<file path="src/rtl/fsm_seq_pkg.sv">
// Shared types for the run sequencer and its downstream timer.
package fsm_seq_pkg;

    localparam int TMR_N_DEFAULT = 256;

    typedef enum logic [2:0] {
        S_IDLE,
        S_ARM,
        S_WAIT,
        S_CLEAR,
        S_FINISH,
        S_FAULT
    } seq_state_t;

    typedef struct packed {
        logic tmr_start;
        logic tmr_clear;
        logic busy;
        logic done;
        logic err;
    } seq_out_t;

    // Moore output decode, applied to the state being entered so outputs are registered
    function automatic seq_out_t seq_outs(input seq_state_t s);
        seq_out_t o;
        o = '0;
        case (s)
            S_ARM:    begin o.tmr_start = 1'b1; o.busy = 1'b1; end
            S_WAIT:   o.busy = 1'b1;
            S_CLEAR:  begin o.tmr_clear = 1'b1; o.busy = 1'b1; end
            S_FINISH: begin o.done = 1'b1; o.busy = 1'b1; end
            S_FAULT:  begin o.err = 1'b1; o.tmr_clear = 1'b1; o.busy = 1'b1; end
            default:  o = '0;
        endcase
        return o;
    endfunction

endpackage

</file>
<file path="src/rtl/fsm_sequencer.sv">
// Runs the downstream timer CYCLES times back to back, with abort, watchdog fault and run count.
module fsm_sequencer
    import fsm_seq_pkg::*;
#(
    parameter int N       = TMR_N_DEFAULT,
    parameter int RUNS_W  = 4,
    parameter int TIMEOUT = N + 8
) (
    input  logic              CLK,
    input  logic              RESET,
    input  logic              GO,
    input  logic [RUNS_W-1:0] CYCLES,
    input  logic              ABORT,
    input  logic              CLR_ERR,
    input  logic              TMR_READY,
    output logic              TMR_START,
    output logic              TMR_CLEAR,
    output logic              BUSY,
    output logic              DONE,
    output logic              ERR,
    output logic [RUNS_W-1:0] RUNS
);

    localparam int WC_W = $clog2(TIMEOUT + 1);
    localparam logic [WC_W-1:0] WC_LAST = WC_W'(TIMEOUT - 1);

    seq_state_t        state;
    seq_out_t          outs;
    logic [RUNS_W-1:0] target;
    logic              abort_f;
    logic [WC_W-1:0]   wcnt;
    logic [RUNS_W:0]   runs_nx;

    // extra bit catches the all-ones case so the count saturates instead of wrapping
    assign runs_nx = {1'b0, RUNS} + (RUNS_W + 1)'(1);

    always_ff @(posedge CLK or posedge RESET) begin
        if (RESET) begin
            state   <= S_IDLE;
            outs    <= '0;
            RUNS    <= '0;
            target  <= '0;
            abort_f <= 1'b0;
            wcnt    <= '0;
        end else begin
            case (state)
                S_IDLE: if (GO) begin
                    RUNS    <= '0;
                    abort_f <= 1'b0;
                    if (CYCLES != '0) begin
                        target <= CYCLES;
                        state  <= S_ARM;
                        outs   <= seq_outs(S_ARM);
                    end else begin
                        state <= S_FINISH;
                        outs  <= seq_outs(S_FINISH);
                    end
                end
                S_ARM: begin
                    if (ABORT) abort_f <= 1'b1;
                    wcnt  <= '0;
                    state <= S_WAIT;
                    outs  <= seq_outs(S_WAIT);
                end
                S_WAIT: begin
                    if (ABORT) abort_f <= 1'b1;
                    wcnt <= wcnt + WC_W'(1);
                    if (TMR_READY) begin
                        state <= S_CLEAR;
                        outs  <= seq_outs(S_CLEAR);
                    end else if (wcnt == WC_LAST) begin
                        state <= S_FAULT;
                        outs  <= seq_outs(S_FAULT);
                    end
                end
                S_CLEAR: begin
                    if (!runs_nx[RUNS_W]) RUNS <= runs_nx[RUNS_W-1:0];
                    if (runs_nx == {1'b0, target} || abort_f) begin
                        state <= S_FINISH;
                        outs  <= seq_outs(S_FINISH);
                    end else begin
                        state <= S_ARM;
                        outs  <= seq_outs(S_ARM);
                    end
                end
                S_FINISH: begin
                    state <= S_IDLE;
                    outs  <= seq_outs(S_IDLE);
                end
                S_FAULT: if (CLR_ERR) begin
                    state <= S_IDLE;
                    outs  <= seq_outs(S_IDLE);
                end
                default: begin
                    state <= S_IDLE;
                    outs  <= seq_outs(S_IDLE);
                end
            endcase
        end
    end

    assign TMR_START = outs.tmr_start;
    assign TMR_CLEAR = outs.tmr_clear;
    assign BUSY      = outs.busy;
    assign DONE      = outs.done;
    assign ERR       = outs.err;

endmodule

</file>
<file path="config.mk">
export PLATFORM = sky130hd
export DESIGN_NAME = fsm_sequencer
export DESIGN_NICKNAME = d
export VERILOG_FILES = /design/src/rtl/fsm_seq_pkg.sv /design/src/rtl/fsm_sequencer.sv
export SDC_FILE = /design/constraint.sdc
export NUM_CORES = 1
export LEC_CHECK = 0
export BUFFER_PORTS_ARGS = -buffer_cell sky130_fd_sc_hd__buf_2
export CAP_MARGIN = 20
export CORE_ASPECT_RATIO = 1.1
export CORE_MARGIN = 2
export CORE_UTILIZATION = 35
export CTS_CLUSTER_DIAMETER = 150
export DETAILED_ROUTE_END_ITERATION = 7
export GPL_ROUTABILITY_DRIVEN = 0
export HOLD_SLACK_MARGIN = 0.15
export PLACE_DENSITY = 0.6
export SKIP_LAST_GASP = 1
export SLEW_MARGIN = 0
export SYNTH_ARGS = -nofsm -noshare
export SYNTH_HDL_FRONTEND = slang
export SYNTH_SLANG_ARGS = --single-unit
</file>
<file path="constraint.sdc">
create_clock -name CLK -period 2.7 [get_ports CLK]
set_clock_uncertainty 0.1 [all_clocks]
set_input_delay 0 -clock CLK [delete_from_list [all_inputs] [get_ports CLK]]
set_output_delay 0 -clock CLK [all_outputs]
set_load 0.05 [all_outputs]
</file>
## Yosys cells after proc, flatten, opt, wreduce, memory -nomap -nowiden

Cells that the tools add are included.

| word-level totals | value |
|---|---|
| output and inout bits | 9 |
| input bits | 10 |
| register bits after elaboration | 26 |

| cells by class | value |
|---|---|
| reduce and logical (&&, ||, !) cells | 11 |
| $add $sub $neg | 2 |
| equal/unequal tests | 11 |
| mux-type cells | 21 |

Operators with widths:

| cell | count |
|---|---|
| 5-bit 2-to-1 mux | 6 |
| 5-bit one-hot mux with 5 select lines | 1 |
| 3-bit 2-to-1 mux | 6 |
| 9-bit one-hot mux with 2 select lines | 1 |
| 3-bit one-hot mux with 5 select lines | 1 |
| 3-bit AND reduction | 4 |
| 9-bit by 1-bit adder with 9-bit output, second input constant | 1 |
| 9-bit == test, second input constant | 1 |
| 4-bit 2-to-1 mux | 2 |
| 4-bit one-hot mux with 2 select lines | 1 |
| 3-bit by 2-bit == test with 1-bit output, second input constant | 2 |
| 2-bit != test, second input constant | 3 |
| 2-bit nonzero test | 3 |
| 4-bit by 1-bit adder with 5-bit output, second input constant | 1 |
| 5-bit by 4-bit == test with 1-bit output | 1 |
| 4-bit nonzero test | 1 |
| 3-bit by 1-bit == test with 1-bit output, second input constant | 1 |
| 3-bit == test, second input constant | 1 |
| 3-bit logical NOT | 1 |
| 3-bit != test, second input constant | 1 |
| 1-bit 2-to-1 mux | 2 |
| 2-bit by 1-bit != test with 1-bit output, second input constant | 1 |
| 1-bit one-hot mux with 2 select lines | 1 |
| 2-bit OR reduction | 1 |
| 1-bit logical OR | 1 |

## Logic depth before layout (Yosys ltp)

Gate-level depths: netlist (run 1).

| depth | value |
|---|---|
| word-level depth | 5 |
| depth in mapped cells | 6 |

## Worst setup path after synthesis (run 1)

No wires, ideal clock.

| path | value |
|---|---|
| path type | register to register |
| start point | reg RUNS[0] |
| end point | reg outs (netlist bit DONE) |
| slack | 321 ps |
| period minus slack after synthesis | 2379 ps |
| data arrival time | 2192 ps |
| required time | 2513 ps |
| buffers on the path | 1 |
| cell stages (with the launch flop) | 7 |
| cell sequence | dfrtp_1 ha_1 and3_1 clkbuf_1 or3_1 or4_1 o211ai_1 |

| between the ends | value |
|---|---|
| word-level cells in the longest chain between the ends | 5 |

Ends and longest elaborated chain:

| what | RTL line | RTL |
|---|---|---|
| start: declaration | fsm_sequencer.sv:21 | `output logic [RUNS_W-1:0] RUNS` |
| start signal: assignment | fsm_sequencer.sv:77 | `if (!runs_nx[RUNS_W]) RUNS <= runs_nx[RUNS_W-1:0];` |
| 4-bit by 1-bit adder with 5-bit output | fsm_sequencer.sv:35 | `assign runs_nx = {1'b0, RUNS} + (RUNS_W + 1)'(1);` |
| 5-bit by 4-bit == test with 1-bit output | fsm_sequencer.sv:78 | `if (runs_nx == {1'b0, target} \|\| abort_f) begin` |
| 1-bit logical OR | fsm_sequencer.sv:78 |  |
| 5-bit 2-to-1 mux | fsm_sequencer.sv:78 |  |
| 5-bit one-hot mux with 5 select lines | fsm_sequencer.sv:46 | `case (state)` |
| end signal: assignment | fsm_sequencer.sv:53 | `outs <= seq_outs(S_ARM);` |
| end signal: assignment | fsm_sequencer.sv:80 | `outs <= seq_outs(S_FINISH);` |
| end signal: assignment | fsm_sequencer.sv:83 | `outs <= seq_outs(S_ARM);` |
| end: declaration | fsm_sequencer.sv:28 | `seq_out_t outs;` |

Every way passes these cells.
A chain may end at the register's enable or synchronous reset.

## Worst setup path after layout (run 1)

Same ends and word-level chain as after synthesis.

==> results.yml, run 1 <==
cts:
  numCtsBuffers: 3
  cts-root-buf: "clkbuf_8"
  cts.repair.resized: 0
  cts_hold_buf: 9
  cts_max_path_buffers: 2
  insertion_delay_ns: 0.27
  cts_tree: "done"
  cts_setup_buffers: 0
  htree_num_levels: 1
  path_clk_slew_ns: 0.09
  clock_sinks: 26
die:
  initial_core_util_pct: 36.30
  pin_count: 19
  dieArea_um2: 4641
  num_rows: 24
  die_h_um: 71.25
  core_um2: 3964
  die_w_um: 65.14
grt:
  grt_usage_pct: 15.02
  grt_pass1_vias: 1253
  grt_pass1_wl_um: 5533
  gr-total-overflow: 0
  antenna_found_initial: 0
  grt_max_degree: 27
sta:
  max_clock_freq_mhz: 453.0
  finalSetupViolCount: 0
  final-hold-violation-count: 0
  post-route-period-util_pct: 81.76
  whs_ns: 0.3832
  fin_tns_setup_ns: 0
  grt_setup_unrepaired: "false"
  worst_pin_slew_ns: 0.7903
  slew_violations: 0
  fin_crit_ns: 2.208
  relSlewSlack_pct: 46.83
logic_synthesis:
  post-synth-top-count-cell: "dfrtp_1"
  yosys.area.top_type_share_pct: 45.22
  synth_common_cells: "dfrtp_1, o21ai_0, nand2_1, nand3_1, nor2_1"
  synth_seq_cells: 26
  synth-edff-count: 0
  syn_avg_cell_area_um2: 10.13
  ys.flop_type: "dfrtp_1"
  yosysTopAreaCell: "dfrtp_1"
  synthArstFlopShare_pct: 100.0
  synth_cell_types: 44
  ys_seq_area_share_pct: 45.22
  ys.warnings.count: 0
  synth.area.top_cells: "dfrtp_1, o21ai_0, mux2_2"
  syn_inst: 142
  mappedNetlistNets: 154
  synthesis.area_um2: 1439
worst_setup_path:
  reg2regPathDepth: 5
  required_ns: 2.79
  cp-start-kind: "flop"
  crit_path_end: "DONE"
  critical-path-max-stage-delay_ns: 0.51
  startpoint: "RUNS[0]"
  path_cells: "ha_1 > and3_1 > or3_1 > or4_1 > o211ai_1"
  path_delay_family: "simple AND/OR/NAND/NOR gates"
  reg2reg_from: "RUNS[0]"
  endpoint_kind: "flop"
  cp_slowest_cell: "or4_1"
  path_depth: 5
  r2r_slack_ns: 0.49
  criticalPathCategory: "reg -> reg"
  cp_num_buf_inv: 0
  crit_fanout: 7
  worstPathArrival_ns: 2.30
  r2r_end: "DONE"
drt:
  wirelength_um: 3193
  wl_per_cell_um: 14.38
  drt_iter0_drc: 46
  vias: 1223
  vias_per_cell: 5.509
  postRouteAntennaNets: 0
  drt-pass1-iter-count: 4
  drc_errors: 0
cells_and_area:
  multiInputGateArea_um2: 725.7
  drive_gt1_share_pct: 22.35
  fin_nets: 183
  n_antenna_cell: 0
  fill_cells: 395
  final_cells: 222
  area.growth.synth_to_final_pct: 20.70
  seqCellArea_um2: 650.6
place:
  hpwl_um: 2366
  dp_cells: 207
  portBuffers: 18
run_status:
  status: "finished, final reports clean"
hold_path:
  hold_class: "in -> reg"
power:
  cellPowerDensity_nw_per_um2: 945.8
  ir_drop_uv: 334.1
  p_leak_nw: 0.7513
  p_total_w: 0.001643
flow_run:
  max-cap-violations: 0
-- cell type report --
| class | instances | area share (%) |
|---|---|---|
| multi-input cells | 105 | 41.79 |
| flip-flops and latches | 26 | 37.46 |
| repair buffers | 29 | 12.54 |
| well taps | 52 | 3.746 |
| clock buffers | 4 | 3.170 |
| inverters | 6 | 1.297 |
-- worst min-delay path by stage --
| stage | startpoint | endpoint | slack [ns] | cells after the start |
|---|---|---|---|---|
| 3_3_place_gp | GO | RUNS[2] | 0.14 | 2 |
| 2_1_floorplan | RESET | BUSY | -0.06 | 1 |
| 3_5_place_dp | GO | RUNS[2] | 0.14 | 2 |
| 6_report | GO | RUNS[2] | 0.38 | 3 |
| 4_1_cts | GO | RUNS[2] | 0.39 | 3 |
| 5_1_grt | GO | RUNS[2] | 0.41 | 3 |
-- power breakdown --
group          internal, W  leakage [nW]  switching [W]
Combinational     0.000297         0.383       0.000446
Sequential        0.000506         0.339       0.000145
Clock             0.000130        0.0288       0.000119
Total             0.000934         0.751       0.000709
-- cells by family after synthesis --
kind of cell / Yosys count / share of synthesized area, %
xor+xnor: 6 / 3.652
compound gates: 40 / 19.22
flops: 26 / 45.22
buf+inv: 11 / 4.348
fa+ha+maj: 2 / 1.739
mux: 4 / 3.130
simple gates: 53 / 22.70
-- layout by cell type (no fill, tap or decap), types with 2 or more instances in the layout --
cell type,count
a21oi_1,4
a22o_1,4
a31oi_1,2
and3_1,3
buf_2,18
clkbuf_8,4
dfrtp_1,26
dlygate4sd3_1,10
ha_1,2
inv_1,6
mux2_2,4
nand2_1,9
nand3_1,8
nand4_1,3
nor2_1,7
nor3_1,3
nor4_1,4
o211ai_1,4
o21ai_0,15
o31ai_1,3
or3_1,2
or3b_2,2
or4_1,2
xnor2_1,4
xor2_1,2
-- routing by layer --
metal	global-route usage, %	routed length, µm	up-vias
met2	27.84	1667	26
li1	-	-	598
met5	0	0	-
met1	17.97	1397	597
met4	2.546	8	0
met3	3.454	119	2
-- state kept, by name, indices dropped and copies added (netlist names) --
register / cells
BUSY: 1
DONE: 1
ERR: 1
RUNS: 4
TMR_CLEAR: 1
TMR_START: 1
abort_f: 1
state: 3
target: 4
wcnt: 9
-- worst min-delay path, cell delays in order --
cell	delay [ns]
dlygate4sd3_1	0.52
buf_2	0.13
a211oi_1	0.07
-- stage by stage --
step / area [µm²] / utilization (%) / worst slack [ns]
4_1_cts: 1699 / 42.87 / 0.4901
6_report: 1737 / 43.81 / 0.4924
3_5_place_dp: 1554 / 39.20 / 0.5023
2_1_floorplan: 1439 / - / 0.3210
3_3_place_gp: 1554 / 39.20 / 0.6045
5_1_grt: 1737 / 43.81 / 0.3609
Note: power is estimated with default switching activity, not from simulation.
==> inputs of run 2 (changes only) <==
--- a/config.mk
+++ b/config.mk
@@ -5,6 +5,7 @@
 export SDC_FILE = /design/constraint.sdc
 export NUM_CORES = 1
 export LEC_CHECK = 0
+export ABC_AREA = 1
 export BUFFER_PORTS_ARGS = -buffer_cell sky130_fd_sc_hd__buf_2
 export CAP_MARGIN = 20
 export CORE_ASPECT_RATIO = 1.1
@@ -14,7 +15,7 @@
 export DETAILED_ROUTE_END_ITERATION = 7
 export GPL_ROUTABILITY_DRIVEN = 0
 export HOLD_SLACK_MARGIN = 0.15
-export PLACE_DENSITY = 0.6
+export PLACE_DENSITY = 0.62
 export SKIP_LAST_GASP = 1
 export SLEW_MARGIN = 0
 export SYNTH_ARGS = -nofsm -noshare
==> constraint.sdc (replaced) <==
create_clock -name CLK -period 2 [get_ports CLK]
set_clock_uncertainty 0.1 [all_clocks]
set_input_delay 0 -clock CLK [delete_from_list [all_inputs] [get_ports CLK]]
set_output_delay 0 -clock CLK [all_outputs]
set_load 0.05 [all_outputs]
==> run 2 against run 1 <==
- critical path depth rose by 1
- non-clock buffer count grew 1
- final area fell by 0.29%
- via count up 4.6%
- core utilization grew 0.55 points
- worst setup slack got worse by 0.36 ns
- synthesized cell count increased by 30%
- clock-buffer cell count decreased by 1
- critical endpoint is now target[2]
==> results.yml, run 2 <==
logic_synthesis:
  mappedNetlistNets: 197
  ys_seq_area_share_pct: 46.35
  synthArstFlopShare_pct: 100.0
  post-synth-top-count-cell: "nand2_1"
  synth.area.top_cells: "dfrtp_1, nand2_1, inv_1"
  synth_common_cells: "nand2_1, inv_1, dfrtp_1, nand3_1, o21ai_1"
  synth_seq_cells: 26
  yosysTopAreaCell: "dfrtp_1"
  ys.flop_type: "dfrtp_1"
  synth_cell_types: 26
  syn_inst: 185
  ys.warnings.count: 0
  yosys.area.top_type_share_pct: 46.35
  synthesis.area_um2: 1404
  synth-edff-count: 0
  syn_avg_cell_area_um2: 7.588
cells_and_area:
  drive_gt1_share_pct: 16.59
  utilization_pct: 44.36
  largest_reg_flops: 9
  fin_nets: 231
  largest_register: "wcnt"
  area.growth.synth_to_final_pct: 23.35
  final_common_cell: "nand2_1"
  n_antenna_cell: 0
  final_cell_mix: "nand2_1, inv_1, dfrtp_1, buf_2, nand3_1"
  final_cells: 269
  largest_registers: "wcnt x9, RUNS x4, target x4"
power:
  ir_drop_uv: 413.7
  p_leak_nw: 0.9031
  p_total_w: 0.002193
  cellPowerDensity_nw_per_um2: 1267
run_status:
  status: "finished, final reports clean"
drt:
  drt-pass1-iter-count: 4
  drt_iter0_drc: 59
  vias: 1279
  postRouteAntennaNets: 0
  vias_per_cell: 4.755
  wl_per_cell_um: 11.00
  drc_errors: 0
  wirelength_um: 2958
die:
  die_w_um: 64.39
  dieArea_um2: 4534
  initial_core_util_pct: 35.96
  die_h_um: 70.43
  num_rows: 24
  core_um2: 3904
  pin_count: 19
place:
  dp_cells: 255
  portBuffers: 18
  hpwl_um: 2190
sta:
  max_clock_freq_mhz: 535.4
  final-hold-violation-count: 0
  worst_pin_slew_ns: 0.3671
  relSlewSlack_pct: 75.40
  slew_violations: 0
  fin_crit_ns: 1.868
  grt_setup_unrepaired: "false"
  finalSetupViolCount: 0
  post-route-period-util_pct: 93.38
  fin_tns_setup_ns: 0
grt:
  grt_max_degree: 27
  antenna_found_initial: 0
  gr-total-overflow: 0
  grt_usage_pct: 14.31
  grt_pass1_vias: 1263
  grt_pass1_wl_um: 5195
worst_setup_path:
  worstPathArrival_ns: 1.98
  cp-start-kind: "flop"
  required_ns: 2.11
  criticalPathCategory: "reg -> reg"
  r2r_slack_ns: 0.13
  endpoint_kind: "flop"
  crit_fanout: 5
cts:
  cts_max_path_buffers: 2
  clock_sinks: 26
  path_clk_slew_ns: 0.09
  numCtsBuffers: 3
  htree_num_levels: 1
  cts-root-buf: "clkbuf_8"
  cts_setup_buffers: 0
  cts_tree: "done"
  insertion_delay_ns: 0.27
hold_path:
  hold_class: "in -> async"
flow_run:
  max-cap-violations: 0
-- run 2: cell count changes in the layout (fill, tap and decap cells not counted), moves of 5 or more --
| cell | before | now |
|---|---|---|
| inv_1 | 6 | 29 |
| nand2_1 | 9 | 53 |
| nand3_1 | 8 | 13 |
| o21ai_0 | 15 | 4 |
| o21ai_1 | 1 | 12 |
-- run 2: report_power, final --
part,internal (W),switching [W],total (W),leakage (nW)
Sequential,0.000691,0.000155,0.000846,0.335
Combinational,0.000337,0.000718,0.00105,0.546
Clock,0.000135,0.000158,0.000293,0.0216
Total,0.00116,0.00103,0.00219,0.903
-- run 2: worst paths after layout --
kind                       startpoint   endpoint  cells after the start
max                          state[1]  target[2]                      6
min                             RESET    RUNS[3]                      4
max reg2reg                  state[1]  target[2]                      6
min reg2reg                      DONE       DONE                      2
max in group asynchronous       RESET   state[1]                      4
min in group CLK                 DONE       DONE                      2
-- run 2: critical path, cell delays in order (launching register included) --
cell,delay (ns)
dfrtp_2,0.48
nor3_4,0.25
inv_1,0.11
nor2_4,0.14
nand3_1,0.09
dlygate4sd3_1,0.57
nand2_1,0.07
-- run 2: metal layers --
metal / vias up / routed length, µm / global-route usage (%)
met3: 6 / 76 / 2.093
met4: 0 / 53 / 5.201
met1: 596 / 1334 / 17.35
met5: - / 0 / 0
met2: 17 / 1494 / 25.46
li1: 660 / - / -
-- run 2: stage by stage --
| stage | hold WS, ns | cell area [µm²] | worst slack (ns) |
|---|---|---|---|
| after floorplan | -0.05998 | 1404 | 0.1515 |
| after global placement | -0.01724 | 1562 | 0.3816 |
| after detailed placement | -0.01748 | 1562 | 0.3370 |
| after CTS | 0.2363 | 1713 | 0.07664 |
| after global routing | 0.2680 | 1732 | 0.009329 |
| final | 0.2178 | 1732 | 0.1324 |
-- run 2: logic make-up after synthesis --
kind of cell | synth area share, %
buf+inv | 9.714
flops | 46.35
simple gates | 30.57
compound gates | 11.59
fa+ha+maj | 1.782
-- run 2: final cells by class --
type / instances / area (µm²)
timing repair buffer: 30 / 207.7
inverter: 35 / 131.4
clock buffer: 3 / 41.29
multi-input combinational: 123 / 634.4
tap: 52 / 65.06
fill: 406 / 2172
sequential: 26 / 651.9
-- run 2: timing repair --
| action | CTS | global route |
|---|---|---|
| gates resized for setup | 0 | 4 |
| endpoints found under the setup margin | 0 | 2 |
| endpoints found under the hold margin | 37 | 0 |
| hold buffers | 11 | 0 |
==> inputs of run 3 (changes only) <==
--- a/config.mk
+++ b/config.mk
@@ -9,7 +9,6 @@
 export BUFFER_PORTS_ARGS = -buffer_cell sky130_fd_sc_hd__buf_2
 export CAP_MARGIN = 20
 export CORE_ASPECT_RATIO = 1.1
-export CORE_MARGIN = 2
 export CORE_UTILIZATION = 35
 export CTS_CLUSTER_DIAMETER = 150
 export DETAILED_ROUTE_END_ITERATION = 7
==> constraint.sdc (replaced) <==
create_clock -name CLK -period 1.6 [get_ports CLK]
set_clock_uncertainty 0.1 [all_clocks]
set_input_delay 0 -clock CLK [delete_from_list [all_inputs] [get_ports CLK]]
set_output_delay 0 -clock CLK [all_outputs]
set_load 0.05 [all_outputs]
==> run 3 against run 2 <==
- critical path depth is 6 higher
- hold slack worse by 0.0050 ns
- first-iteration DRC count down 59%
- highest routed layer unchanged
==> results.yml, run 3 (synthesis gave the netlist of run 2 again) <==
cells_and_area:
  area.growth.synth_to_final_pct: 29.50
  drive_gt1_share_pct: 25.33
  final_common_cell: "nand2_1"
  seqCellArea_um2: 658.1
  n_antenna_cell: 0
  final_cell_mix: "nand2_1, inv_1, dfrtp_1, buf_2, o21ai_1"
  largest_register: "wcnt"
  largest_reg_flops: 9
  multiInputGateArea_um2: 653.1
  fill_cells: 386
  fin_nets: 238
  largest_registers: "wcnt x9, RUNS x4, target x4"
drt:
  wirelength_um: 3042
  vias: 1260
  drt_iter0_drc: 24
  drc_errors: 0
  postRouteAntennaNets: 0
  wl_per_cell_um: 11.06
  vias_per_cell: 4.582
  drt-pass1-iter-count: 4
sta:
  final-hold-violation-count: 0
  slew_violations: 0
  worst_pin_slew_ns: 0.3688
  setup_ws_ns: 0.04818
  post-route-period-util_pct: 96.99
  whs_ns: 0.2128
  max_clock_freq_mhz: 644.4
  relSlewSlack_pct: 75.19
  fin_crit_ns: 1.552
  grt_setup_unrepaired: "true"
  finalSetupViolCount: 0
worst_setup_path:
  reg2reg_from: "RUNS[0]"
  r2r_end: "DONE"
  worstPathArrival_ns: 1.67
  criticalPathCategory: "reg -> reg"
  critical-path-max-stage-delay_ns: 0.49
  required_ns: 1.72
  cp-start-kind: "flop"
  path_cells: "ha_4 > nand2_1 > nand2_2 > nand2_1 > nand2_1 > nor2_1 > nand2_1 > nand2_1 > nand2_1 > nand2_1 > nand2_2 > nand2_1"
  crit_fanout: 3
  cpMostUsedCell: "nand2_1"
  endpoint_kind: "flop"
  cp_slowest_cell: "dfrtp_4"
  reg2regPathDepth: 12
  r2r_slack_ns: 0.05
die:
  pin_count: 19
  die_h_um: 68.43
  initial_core_util_pct: 37.53
  core_um2: 3741
  num_rows: 23
  die_w_um: 62.39
  dieArea_um2: 4269
grt:
  gr-total-overflow: 0
  grt_max_degree: 27
  antenna_found_initial: 0
  grt_pass1_vias: 1163
  grt_pass1_wl_um: 5099
  grt_usage_pct: 15.55
power:
  cellPowerDensity_nw_per_um2: 1647
  share_seq_of_total_power_pct: 35.2
  ir_drop_uv: 821.3
  p_total_w: 0.002995
  p_int_w: 0.001643
  power_switching_w: 0.001352
  p_clk_share_pct: 14.2
  p_comb_share_pct: 50.6
  swShare_pct: 45.14
  p_leak_nw: 0.9439
cts:
  cts_tree: "done"
  cts_max_path_buffers: 2
  clock_sinks: 26
  cts-root-buf: "clkbuf_8"
  path_clk_slew_ns: 0.09
  htree_num_levels: 1
  numCtsBuffers: 3
  insertion_delay_ns: 0.27
place:
  portBuffers: 18
  dp_slack_ns: 0.07381
  hpwl_um: 2228
hold_path:
  hold_class: "in -> async"
flow_run:
  max-cap-violations: 0
run_status:
  status: "finished, final reports clean"
run 3: worst max-delay path by stage:
stage | endpoint | slack [ns] | start
6_report | DONE | 0.05 | RUNS[0]
5_1_grt | state[2] | -0.07 | RUNS[0]
4_1_cts | state[2] | 0.05 | wcnt[1]
3_5_place_dp | state[2] | 0.07 | RUNS[0]
3_3_place_gp | state[2] | 0.07 | state[1]
2_1_floorplan | state[2] | 0.01 | RUNS[0]
run 3: stage by stage:
stage	area [µm²]	setup TNS, ns	instances	util [%]
floorplan	1423	0	185	-
detailed placement	1638	0	261	43.78
finish	1818	0	275	48.60
CTS	1783	0	274	47.66
global route	1818	-0.3916	275	48.60
global placement	1638	0	261	43.78
run 3: routing by layer:
metal  part of all wire, %  track usage [%]  vias to the layer above
li1                      -                -                      676
met3                   2.4            2.500                        5
met4                   1.5            6.105                        0
met5                     0                0                        -
met1                    50            20.04                      561
met2                    46            26.51                       18
run 3: critical path: cells and delay by family, from the launching register on:
kind                     cells  cell delay [ns]
AND/OR/NAND/NOR             11             0.75
flip-flops                   1             0.49
adder cells (fa/ha/maj)      1             0.17
run 3: final cells by class:
class,instances,area share [%]
flip-flops and latches,26,36.20
clock buffers,4,3.028
repair buffers,37,14.04
inverters,35,7.364
multi-input cells,123,35.93
well taps,50,3.441
run 3: power by group through the flow:
stage | registers [W] | logic [W] | clock network, W
2_1_floorplan | 0.00130 | 0.000785 | 0
6_report | 0.00105 | 0.00152 | 0.000425
3_5_place_dp | 0.00106 | 0.00144 | 0
3_3_place_gp | 0.00105 | 0.00142 | 0
5_1_grt | 0.00108 | 0.00170 | 0.000471
4_1_cts | 0.00104 | 0.00146 | 0.000444
run 3: timing repair:
item | in CTS | in global routing
hold endpoints to repair | 39 | 0
gates resized for setup | 0 | 14
buffers inserted | 0 | 1
setup endpoints to repair | 0 | 10
hold buffers | 9 | 0
